**src/rtl/fano_sync_ctrl.sv**
```systemverilog
// ============================================================================
//  Module   : fano_sync_ctrl
//  Brief    : Acquisition scheduler for fano_decoder. Sweeps phase/diff/rate
//             hypotheses, confirms sync, supervises lock and re-acquires.
//  Revision : 1.0 - initial release
// ============================================================================
`default_nettype none

module fano_sync_ctrl #(
    parameter int TIMEOUT_WIDTH = 24,
    parameter int NUM_RATES     = 4,
    parameter int RST_CYCLES    = 4,
    parameter int LOSS_LIMIT    = 16
) (
    input  logic                     CLK,
    input  logic                     nRESET,
    input  logic                     i_enable,
    input  logic                     i_vld,
    input  logic                     i_is_sync,
    input  logic [TIMEOUT_WIDTH-1:0] i_timeout,
    input  logic [7:0]               i_confirm,
    output logic                     o_dec_reset_n,
    output logic [1:0]               o_phase,
    output logic                     o_diff_en,
    output logic [1:0]               o_code_rate,
    output logic [4:0]               o_hyp_idx,
    output logic                     o_locked,
    output logic                     o_lost,
    output logic                     o_sweep_wrap
);

    localparam int RW = (RST_CYCLES > 1) ? $clog2(RST_CYCLES) : 1;
    localparam int LW = (LOSS_LIMIT > 1) ? $clog2(LOSS_LIMIT + 1) : 1;

    localparam logic [RW-1:0]            c_rst_last = RW'(RST_CYCLES - 1);
    localparam logic [RW-1:0]            c_rst_one  = RW'(1);
    localparam logic [LW:0]              c_loss_lim = (LW + 1)'(LOSS_LIMIT);
    localparam logic [LW:0]              c_loss_one = (LW + 1)'(1);
    localparam logic [TIMEOUT_WIDTH-1:0] c_tmo_one  = TIMEOUT_WIDTH'(1);
    localparam logic [4:0]               c_hyp_last = 5'(8 * NUM_RATES - 1);

    typedef enum logic [2:0] {
        S_IDLE      = 3'd0,
        S_RST_DEC   = 3'd1,
        S_WAIT_SYNC = 3'd2,
        S_CONFIRM   = 3'd3,
        S_LOCKED    = 3'd4
    } state_t;

    state_t                   r_state;
    logic [RW-1:0]            r_rst_cnt;
    logic [TIMEOUT_WIDTH-1:0] r_sym_cnt;
    logic [7:0]               r_conf_cnt;
    logic [LW-1:0]            r_loss_cnt;
    logic [4:0]               r_hyp;
    logic                     r_dec_reset_n;
    logic                     r_locked;
    logic                     r_lost;
    logic                     r_wrap;

    logic                     w_tmo_hit;
    logic [7:0]               w_conf_target;
    logic [8:0]               w_conf_next;
    logic [LW:0]              w_loss_next;
    logic                     w_hyp_wrap;
    logic [4:0]               w_hyp_next;

    // ">=" rather than "==" so a live-lowered timeout still fires on the next symbol
    assign w_tmo_hit     = i_vld && (i_timeout != '0) && (r_sym_cnt >= (i_timeout - c_tmo_one));
    assign w_conf_target = (i_confirm == 8'd0) ? 8'd1 : i_confirm;
    assign w_conf_next   = {1'b0, r_conf_cnt} + 9'd1;
    assign w_loss_next   = {1'b0, r_loss_cnt} + c_loss_one;
    assign w_hyp_wrap    = (r_hyp == c_hyp_last);
    assign w_hyp_next    = w_hyp_wrap ? 5'd0 : (r_hyp + 5'd1);

    always_ff @(posedge CLK) begin
        if (!nRESET) begin
            r_state       <= S_IDLE;
            r_rst_cnt     <= '0;
            r_sym_cnt     <= '0;
            r_conf_cnt    <= '0;
            r_loss_cnt    <= '0;
            r_hyp         <= '0;
            r_dec_reset_n <= 1'b0;
            r_locked      <= 1'b0;
            r_lost        <= 1'b0;
            r_wrap        <= 1'b0;
        end else begin
            r_lost <= 1'b0;
            r_wrap <= 1'b0;
            if (!i_enable) begin
                r_state       <= S_IDLE;
                r_rst_cnt     <= '0;
                r_sym_cnt     <= '0;
                r_conf_cnt    <= '0;
                r_loss_cnt    <= '0;
                r_hyp         <= '0;
                r_dec_reset_n <= 1'b0;
                r_locked      <= 1'b0;
            end else begin
                case (r_state)
                    S_IDLE: begin
                        r_dec_reset_n <= 1'b0;
                        r_hyp         <= '0;
                        r_rst_cnt     <= '0;
                        r_state       <= S_RST_DEC;
                    end
                    S_RST_DEC: begin
                        if (r_rst_cnt == c_rst_last) begin
                            r_dec_reset_n <= 1'b1;
                            r_sym_cnt     <= '0;
                            r_state       <= S_WAIT_SYNC;
                        end else begin
                            r_rst_cnt <= r_rst_cnt + c_rst_one;
                        end
                    end
                    S_WAIT_SYNC: begin
                        if (i_vld && (r_sym_cnt != '1)) begin
                            r_sym_cnt <= r_sym_cnt + c_tmo_one;
                        end
                        if (i_is_sync) begin
                            r_conf_cnt <= '0;
                            r_state    <= S_CONFIRM;
                        end else if (w_tmo_hit) begin
                            r_hyp         <= w_hyp_next;
                            r_wrap        <= w_hyp_wrap;
                            r_dec_reset_n <= 1'b0;
                            r_rst_cnt     <= '0;
                            r_state       <= S_RST_DEC;
                        end
                    end
                    S_CONFIRM: begin
                        if (!i_is_sync) begin
                            r_hyp         <= w_hyp_next;
                            r_wrap        <= w_hyp_wrap;
                            r_dec_reset_n <= 1'b0;
                            r_rst_cnt     <= '0;
                            r_state       <= S_RST_DEC;
                        end else if (i_vld) begin
                            if (w_conf_next >= {1'b0, w_conf_target}) begin
                                r_locked   <= 1'b1;
                                r_loss_cnt <= '0;
                                r_state    <= S_LOCKED;
                            end else begin
                                r_conf_cnt <= w_conf_next[7:0];
                            end
                        end
                    end
                    S_LOCKED: begin
                        if (i_vld) begin
                            if (i_is_sync) begin
                                r_loss_cnt <= '0;
                            end else if (w_loss_next >= c_loss_lim) begin
                                // Retry the hypothesis that was locked before sweeping on
                                r_locked      <= 1'b0;
                                r_lost        <= 1'b1;
                                r_loss_cnt    <= '0;
                                r_dec_reset_n <= 1'b0;
                                r_rst_cnt     <= '0;
                                r_state       <= S_RST_DEC;
                            end else begin
                                r_loss_cnt <= w_loss_next[LW-1:0];
                            end
                        end
                    end
                    default: begin
                        r_state       <= S_IDLE;
                        r_dec_reset_n <= 1'b0;
                        r_locked      <= 1'b0;
                    end
                endcase
            end
        end
    end

    assign o_dec_reset_n = r_dec_reset_n;
    assign o_phase       = r_hyp[1:0];
    assign o_diff_en     = r_hyp[2];
    assign o_code_rate   = r_hyp[4:3];
    assign o_hyp_idx     = r_hyp;
    assign o_locked      = r_locked;
    assign o_lost        = r_lost;
    assign o_sweep_wrap  = r_wrap;

endmodule

`default_nettype wire

```
**config.mk**
```make
export PLATFORM = sky130hd
export DESIGN_NAME = fano_sync_ctrl
export DESIGN_NICKNAME = d
export VERILOG_FILES = /design/src/rtl/fano_sync_ctrl.sv
export SDC_FILE = /design/constraint.sdc
export NUM_CORES = 1
export LEC_CHECK = 0
export CAP_MARGIN = 20
export CORE_MARGIN = 2
export CORE_UTILIZATION = 48
export CTS_CLUSTER_DIAMETER = 30
export CTS_CLUSTER_SIZE = 8
export DETAILED_ROUTE_END_ITERATION = 8
export PLACE_DENSITY = 0.71
export SETUP_SLACK_MARGIN = 0.2
export SLEW_MARGIN = 20
export SYNTH_ARGS = -nofsm -noshare
export SYNTH_HDL_FRONTEND = slang
export SYNTH_SLANG_ARGS = --single-unit
```
**constraint.sdc**
```tcl
create_clock -name CLK -period 5.45 [get_ports CLK]
set_input_delay 0.545 -clock CLK [delete_from_list [all_inputs] [get_ports CLK]]
set_output_delay 0.545 -clock CLK [all_outputs]
set_load 0.01 [all_outputs]
```
* Word-level counts from Yosys, hierarchy flattened
Cells that the tools add are included.
** Cells by class
- Bitwise gates (word level) :: 5
- Reduce and logical (&&, ||, !) cells :: 22
- Divide/modulo/power cells :: 0
- Muxes and demuxes :: 56
- $lt $le $gt $ge :: 3
- $mul :: 0
- Eq/ne operators :: 24
- $add $sub $neg :: 6
- Shifts and indexed selects :: 0
** Operators with widths (number)
- 5-bit two-way mux :: 10
- 24-bit two-way mux :: 2
- 24-bit case mux with 2 select lines :: 1
- 8-bit two-way mux :: 5
- 2-bit != test, second input constant :: 14
- 3-bit two-way mux :: 9
- 24-bit by 1-bit adder with 24-bit output, second input constant :: 1
- 24-bit >= comparator :: 1
- 24-bit != test, second input constant :: 1
- 24-bit nonzero test :: 1
- 24-bit by 1-bit subtractor with 24-bit output, second input constant :: 1
- 7-bit AND reduction :: 3
- 8-bit case mux with 2 select lines :: 1
- 3-bit case mux with 5 select lines :: 1
- 5-bit case mux with 3 select lines :: 1
- 1-bit two-way mux :: 14
- 2-bit two-way mux :: 7
- 2-bit case mux with 5 select lines :: 1
- 5-bit case mux with 2 select lines :: 1
- 5-bit AND reduction :: 2
- 8-bit by 1-bit adder with 9-bit output, second input constant :: 1
- 9-bit by 8-bit >= comparator with 1-bit output :: 1
- 3-bit != test, second input constant :: 3
- 8-bit zero test :: 1
- other kinds (24) :: 33
** Storage, ports and cells
- Bits in latches :: 0
- Memories :: 0
- Word-level logic and storage cells :: 126
- Memory bits (writable) :: 0
- Flip-flop bits (word level) :: 51
- Bits in read-only memories :: 0

* Longest topological paths before layout
- Word-level depth :: 7
- Depth in mapped cells :: 15

* Least setup slack after synthesis
OpenSTA, ideal clock, no wires.
- Path kind :: input to register
- Start point :: input i_timeout[2]
- End point :: register r_hyp[1] (netlist: o_hyp_idx[1])
- Setup slack :: 0.916 ns
- Data arrival time :: 4.469 ns
- Library setup time :: 0.065 ns
- Path buffers :: 0
- Stages on the path :: 15
- Path through :: or3_4 or4_4 or3b_4 or2_1 or3_4 nor3_2 xnor2_1 ha_1 nand4_1 nor2_1 a211o_1 or3_1 o2111ai_1 mux2_2 nor2_1
** On the way
- Cells in the longest elaborated chain, start to end :: 5
- Elaborated cells between the ends (all ways) :: 7
** RTL lines
- start, declared :: line 20 : input logic [TIMEOUT_WIDTH-1:0] i_timeout,
- 24-bit by 1-bit subtractor with 24-bit output / 24-bit nonzero test (equally long branches) :: line 69 : assign w_tmo_hit = i_vld && (i_timeout != '0) && (r_sym_cnt >= (i_timeout - c_tmo_one));
- 24-bit >= comparator / 1-bit logical AND (equally long branches) :: line 69
- 1-bit logical AND * :: line 69
- 2-bit != test (no source line) *
- 4-bit AND reduction (no source line) *
- end signal, assigned :: line 125 : r_hyp <= w_hyp_next;
- end signal, assigned :: line 134 : r_hyp <= w_hyp_next;
- end, declared :: line 55 : logic [4:0] r_hyp;
Mark *: on every way between the ends. The rest lies on a longest branch, timed or not.
A chain may end at the register's enable or synchronous reset.

* Worst setup path after layout
- Start point :: input i_timeout[2]
- End point :: register r_hyp[0] (netlist: o_hyp_idx[0])
The elaborated chain is that of the path after synthesis.

==> metrics.yaml <==
sta:
  drv_slew: 0
  period_share_pct: 91.43
  worst_slack_ps: 467.1
  final-setup-viol-count: 0
  rsz0062_at_grt: "false"
  tns_ps: 0
  timing.hold.ws_ps: 493.3
  max_slew.worst_pin.slew_ps: 936.7
  slew_headroom_pct: 37.07
  fin_skew_ps: 8.246
  final.min_clock_period_ps: 4983
  max_freq_ghz: 0.2007
  hold_viol: 0
setup_path:
  cp_slowest_cell: "clkdlybuf4s50_1"
  worstPathRequired_ps: 5700
  cp_cell_sequence: "clkdlybuf4s50_1, or3_4, or4_4, or3b_4, or2_1, or3_4, nor3_2, xnor2_1, ha_1, nand4_1, nor4_2, or3_1, a2bb2oi_1, o21ai_0, or3_1, o22ai_1"
  ff2ff_path_depth: 12
  r2r-start: "r_conf_cnt[0]$_SDFFE_PN0P_"
  path_max_fanout: 5
  crit_path_start_kind: "input pin"
  cpLargestDelayFamily: "simple AND/OR/NAND/NOR gates"
  worst-setup-path-type: "input pin to flop"
  slowest_delay_ps: 470
  rrSetupSlack_ps: 1540
  cp-end-kind: "flop"
  worstPathBufferInverterCount: 1
  r2r_end: "r_conf_cnt[6]$_SDFFE_PN0P_"
  crit_arrival_ps: 5230
power:
  power.total_uw: 711.3
  ir_drop_mv: 0.1126
  power_switching_uw: 186.1
  leakage_nw: 1.741
  pwr-share-seq_pct: 53.2
  p_per_area_nw_per_um2: 159.2
  switching_share_pct: 26.16
  share_comb_of_total_power_pct: 13.5
  intPower_uw: 525.2
  clkPwrFrac_pct: 33.3
floorplan:
  dieArea_um2: 8650
  row_count: 32
  floorplan.initialDensity_pct: 49.46
  io_pins: 51
  coreArea_um2: 7687
  die_w_um: 93.01
  die_h_um: 93.01
flow_run:
  drv_cap: 0
logic_synthesis:
  yosys.area_share.xor_xnor_pct: 11.29
  ys_seq_area_share_pct: 26.85
  synth_ff_type: "dfxtp_1"
  postSynthAreaPerCell_um2: 8.039
  synth_compound_area_share_pct: 15.63
  ys_ff_latch: 51
  synth_most_common_cell: "nor2_1"
  synth.distinct_cells: 61
  synthAdderAreaFrac_pct: 12.83
  synthTopCellsByArea: "dfxtp_1 (27%), ha_1 (13%), xnor2_1 (6.4%)"
  synthCells: 473
  synth_top_family_by_area: "simple AND/OR/NAND/NOR gates"
  synth_edf_count: 0
  syn-cell-area_um2: 3802
  synth_common_cells: "nor2_1 (52), dfxtp_1 (51), nand2_1 (42)"
  yosys.area_share.simple_pct: 28.92
  ys_warn_count: 0
  synth.area.mux_share_pct: 0.5923
  synth_fp_nets: 549
  netlist.top_cell.by_area: "dfxtp_1"
  yosysTopAreaCellShare_pct: 26.85
  async_reset_ff_share_pct: 0
clock_tree:
  clkTransAtPathRegs_ps: 100
  cts_buffer_depth: 2
  h-tree-depth: 2
  cts_buffers: 5
  cts.sinks: 51
  cts_root_buf: "clkbuf_8"
  cts_tree: "yes"
  insertion_delay_ps: 310
  holdBufCountCts: 0
global_route:
  grt.overflow.total: 0
  track_usage_pct: 19.39
  first_global_vias: 3201
  grt_pass1_wl_um: 14080
  grt_start_max_net_pins: 24
  antenna_found_initial: 0
outcome:
  status: "complete, no violations"
routing:
  post-route-drc-count: 0
  ant_nets: 0
  routed_wl_um: 8331
  routedWlPerCell_um: 13.48
  avgViaCountPerCell: 5.639
  drt_iter0_drc: 149
  vias: 3485
  firstDrtPassIters: 4
placed_design:
  place_congestion: 0.8392
  dpl_cell_area_um2: 4358
  pre_cts_ws_ps: 114.7
  hpwlAfterDp_um: 6515
  port_buffers: 50
cells_and_area:
  syn_to_final_growth_pct: 17.54
  drive_above_1_share_pct: 4.457
  fin_area_um2: 4469
  fill_cells: 728
  nets: 591
  insertedDiodeCount: 0
min_path:
  hold_depth: 1
  min_from: "r_loss_cnt[4]$_SDFFE_PN0P_"
  worstHoldPathType: "flop to flop"
  whs_endpoint: "r_loss_cnt[4]$_SDFFE_PN0P_"
how the worst max path moves through the flow:
stage	endpoint	from	cells past startpoint
after floorplan	o_hyp_idx[1]$_SDFFE_PN0P_	i_timeout[2]	15
after global placement	o_hyp_idx[0]$_SDFFE_PN0P_	i_timeout[2]	16
after detailed placement	o_hyp_idx[0]$_SDFFE_PN0P_	i_timeout[2]	16
after CTS	o_hyp_idx[0]$_SDFFE_PN0P_	i_timeout[2]	16
after global routing	o_hyp_idx[0]$_SDFFE_PN0P_	i_timeout[2]	16
final	o_hyp_idx[0]$_SDFFE_PN0P_	i_timeout[2]	16
cells by family (layout without fill, tap and decap cells):
logic type / after synthesis / count (layout)
simple gates: 209 / 209
compound gates: 89 / 89
flops: 51 / 51
xor+xnor: 49 / 49
fa+ha+maj: 39 / 39
buf+inv: 34 / 77
mux: 2 / 2
registers in the layout (all words and copies together), names as in the netlist:
name           flops
o_hyp_idx          5
r_loss_cnt         5
r_sym_cnt         24
r_rst_cnt          2
o_locked           1
r_state            3
o_dec_reset_n      1
o_sweep_wrap       1
o_lost             1
r_conf_cnt         8
per-stage QoR:
stage | instances | utilization (%)
floorplan | 473 | -
global placement | 610 | 56.69
detailed placement | 610 | 56.69
CTS | 618 | 57.98
global route | 618 | 58.14
finish | 618 | 58.14
power by group through the flow:
stage | Clock [mW] | Combinational [mW] | Sequential [mW]
global route | 0.258 | 0.107 | 0.379
detailed placement | 0 | 0.0959 | 0.386
finish | 0.237 | 0.0963 | 0.378
global placement | 0 | 0.0934 | 0.387
floorplan | 0 | 0.0524 | 0.384
CTS | 0.242 | 0.0963 | 0.378
layout by cell type (no fill, tap or decap), drive strengths merged, types with 2 or more instances in the layout:
| cell type | synthesis | layout |
|---|---|---|
| or2 | 2 | 2 |
| nor2b | 4 | 4 |
| a41oi | 3 | 3 |
| o21ai | 16 | 16 |
| a211o | 2 | 2 |
| o211ai | 2 | 2 |
| clkdlybuf4s50 | 0 | 50 |
| a31oi | 6 | 6 |
| clkbuf | 10 | 6 |
| o22ai | 8 | 8 |
| xnor2 | 28 | 28 |
| nor3b | 6 | 6 |
| o31ai | 2 | 2 |
| or3 | 12 | 12 |
| a21oi | 20 | 20 |
| nand2 | 42 | 42 |
| or4 | 3 | 3 |
| and2 | 11 | 11 |
| nor2 | 52 | 52 |
| dfxtp | 51 | 51 |
| o21a | 2 | 2 |
| and4 | 5 | 5 |
| nand3 | 19 | 19 |
| ha | 39 | 39 |
| a211oi | 3 | 3 |
| mux2 | 2 | 2 |
| a21o | 8 | 8 |
| nor3 | 18 | 18 |
| xor2 | 21 | 21 |
| nand2b | 3 | 3 |
| and3 | 9 | 9 |
| inv | 18 | 18 |
| a41o | 2 | 2 |
| a311oi | 2 | 2 |
| nand4 | 9 | 9 |
| nor4 | 9 | 9 |
final cells by class:
type | count | area, um^2 | share of cell area, %
Clock buffer | 6 | 82.58 | 1.848
Clock inverter | 2 | 16.27 | 0.3639
Inverter | 18 | 67.56 | 1.512
Multi-Input combinational cell | 388 | 2646 | 59.21
Sequential cell | 51 | 1021 | 22.84
Tap cell | 102 | 127.6 | 2.856
Timing Repair Buffer | 51 | 508.0 | 11.37
repair_timing:
item / CTS / global route
endpoints found under the setup margin: 0 / 3
resized for setup: 0 / 1
setup buffers: 0 / 0
layer usage:
metal	wire (um)	share of wire, %	vias to the layer above	track usage [%]
met4	112	1.3	0	5.025
met3	359	4.3	9	2.095
met2	3872	46	80	33.64
li1	-	-	1794	-
met1	3986	48	1602	25.69
met5	0	0	-	0
Power figures use the tool's default switching activity.
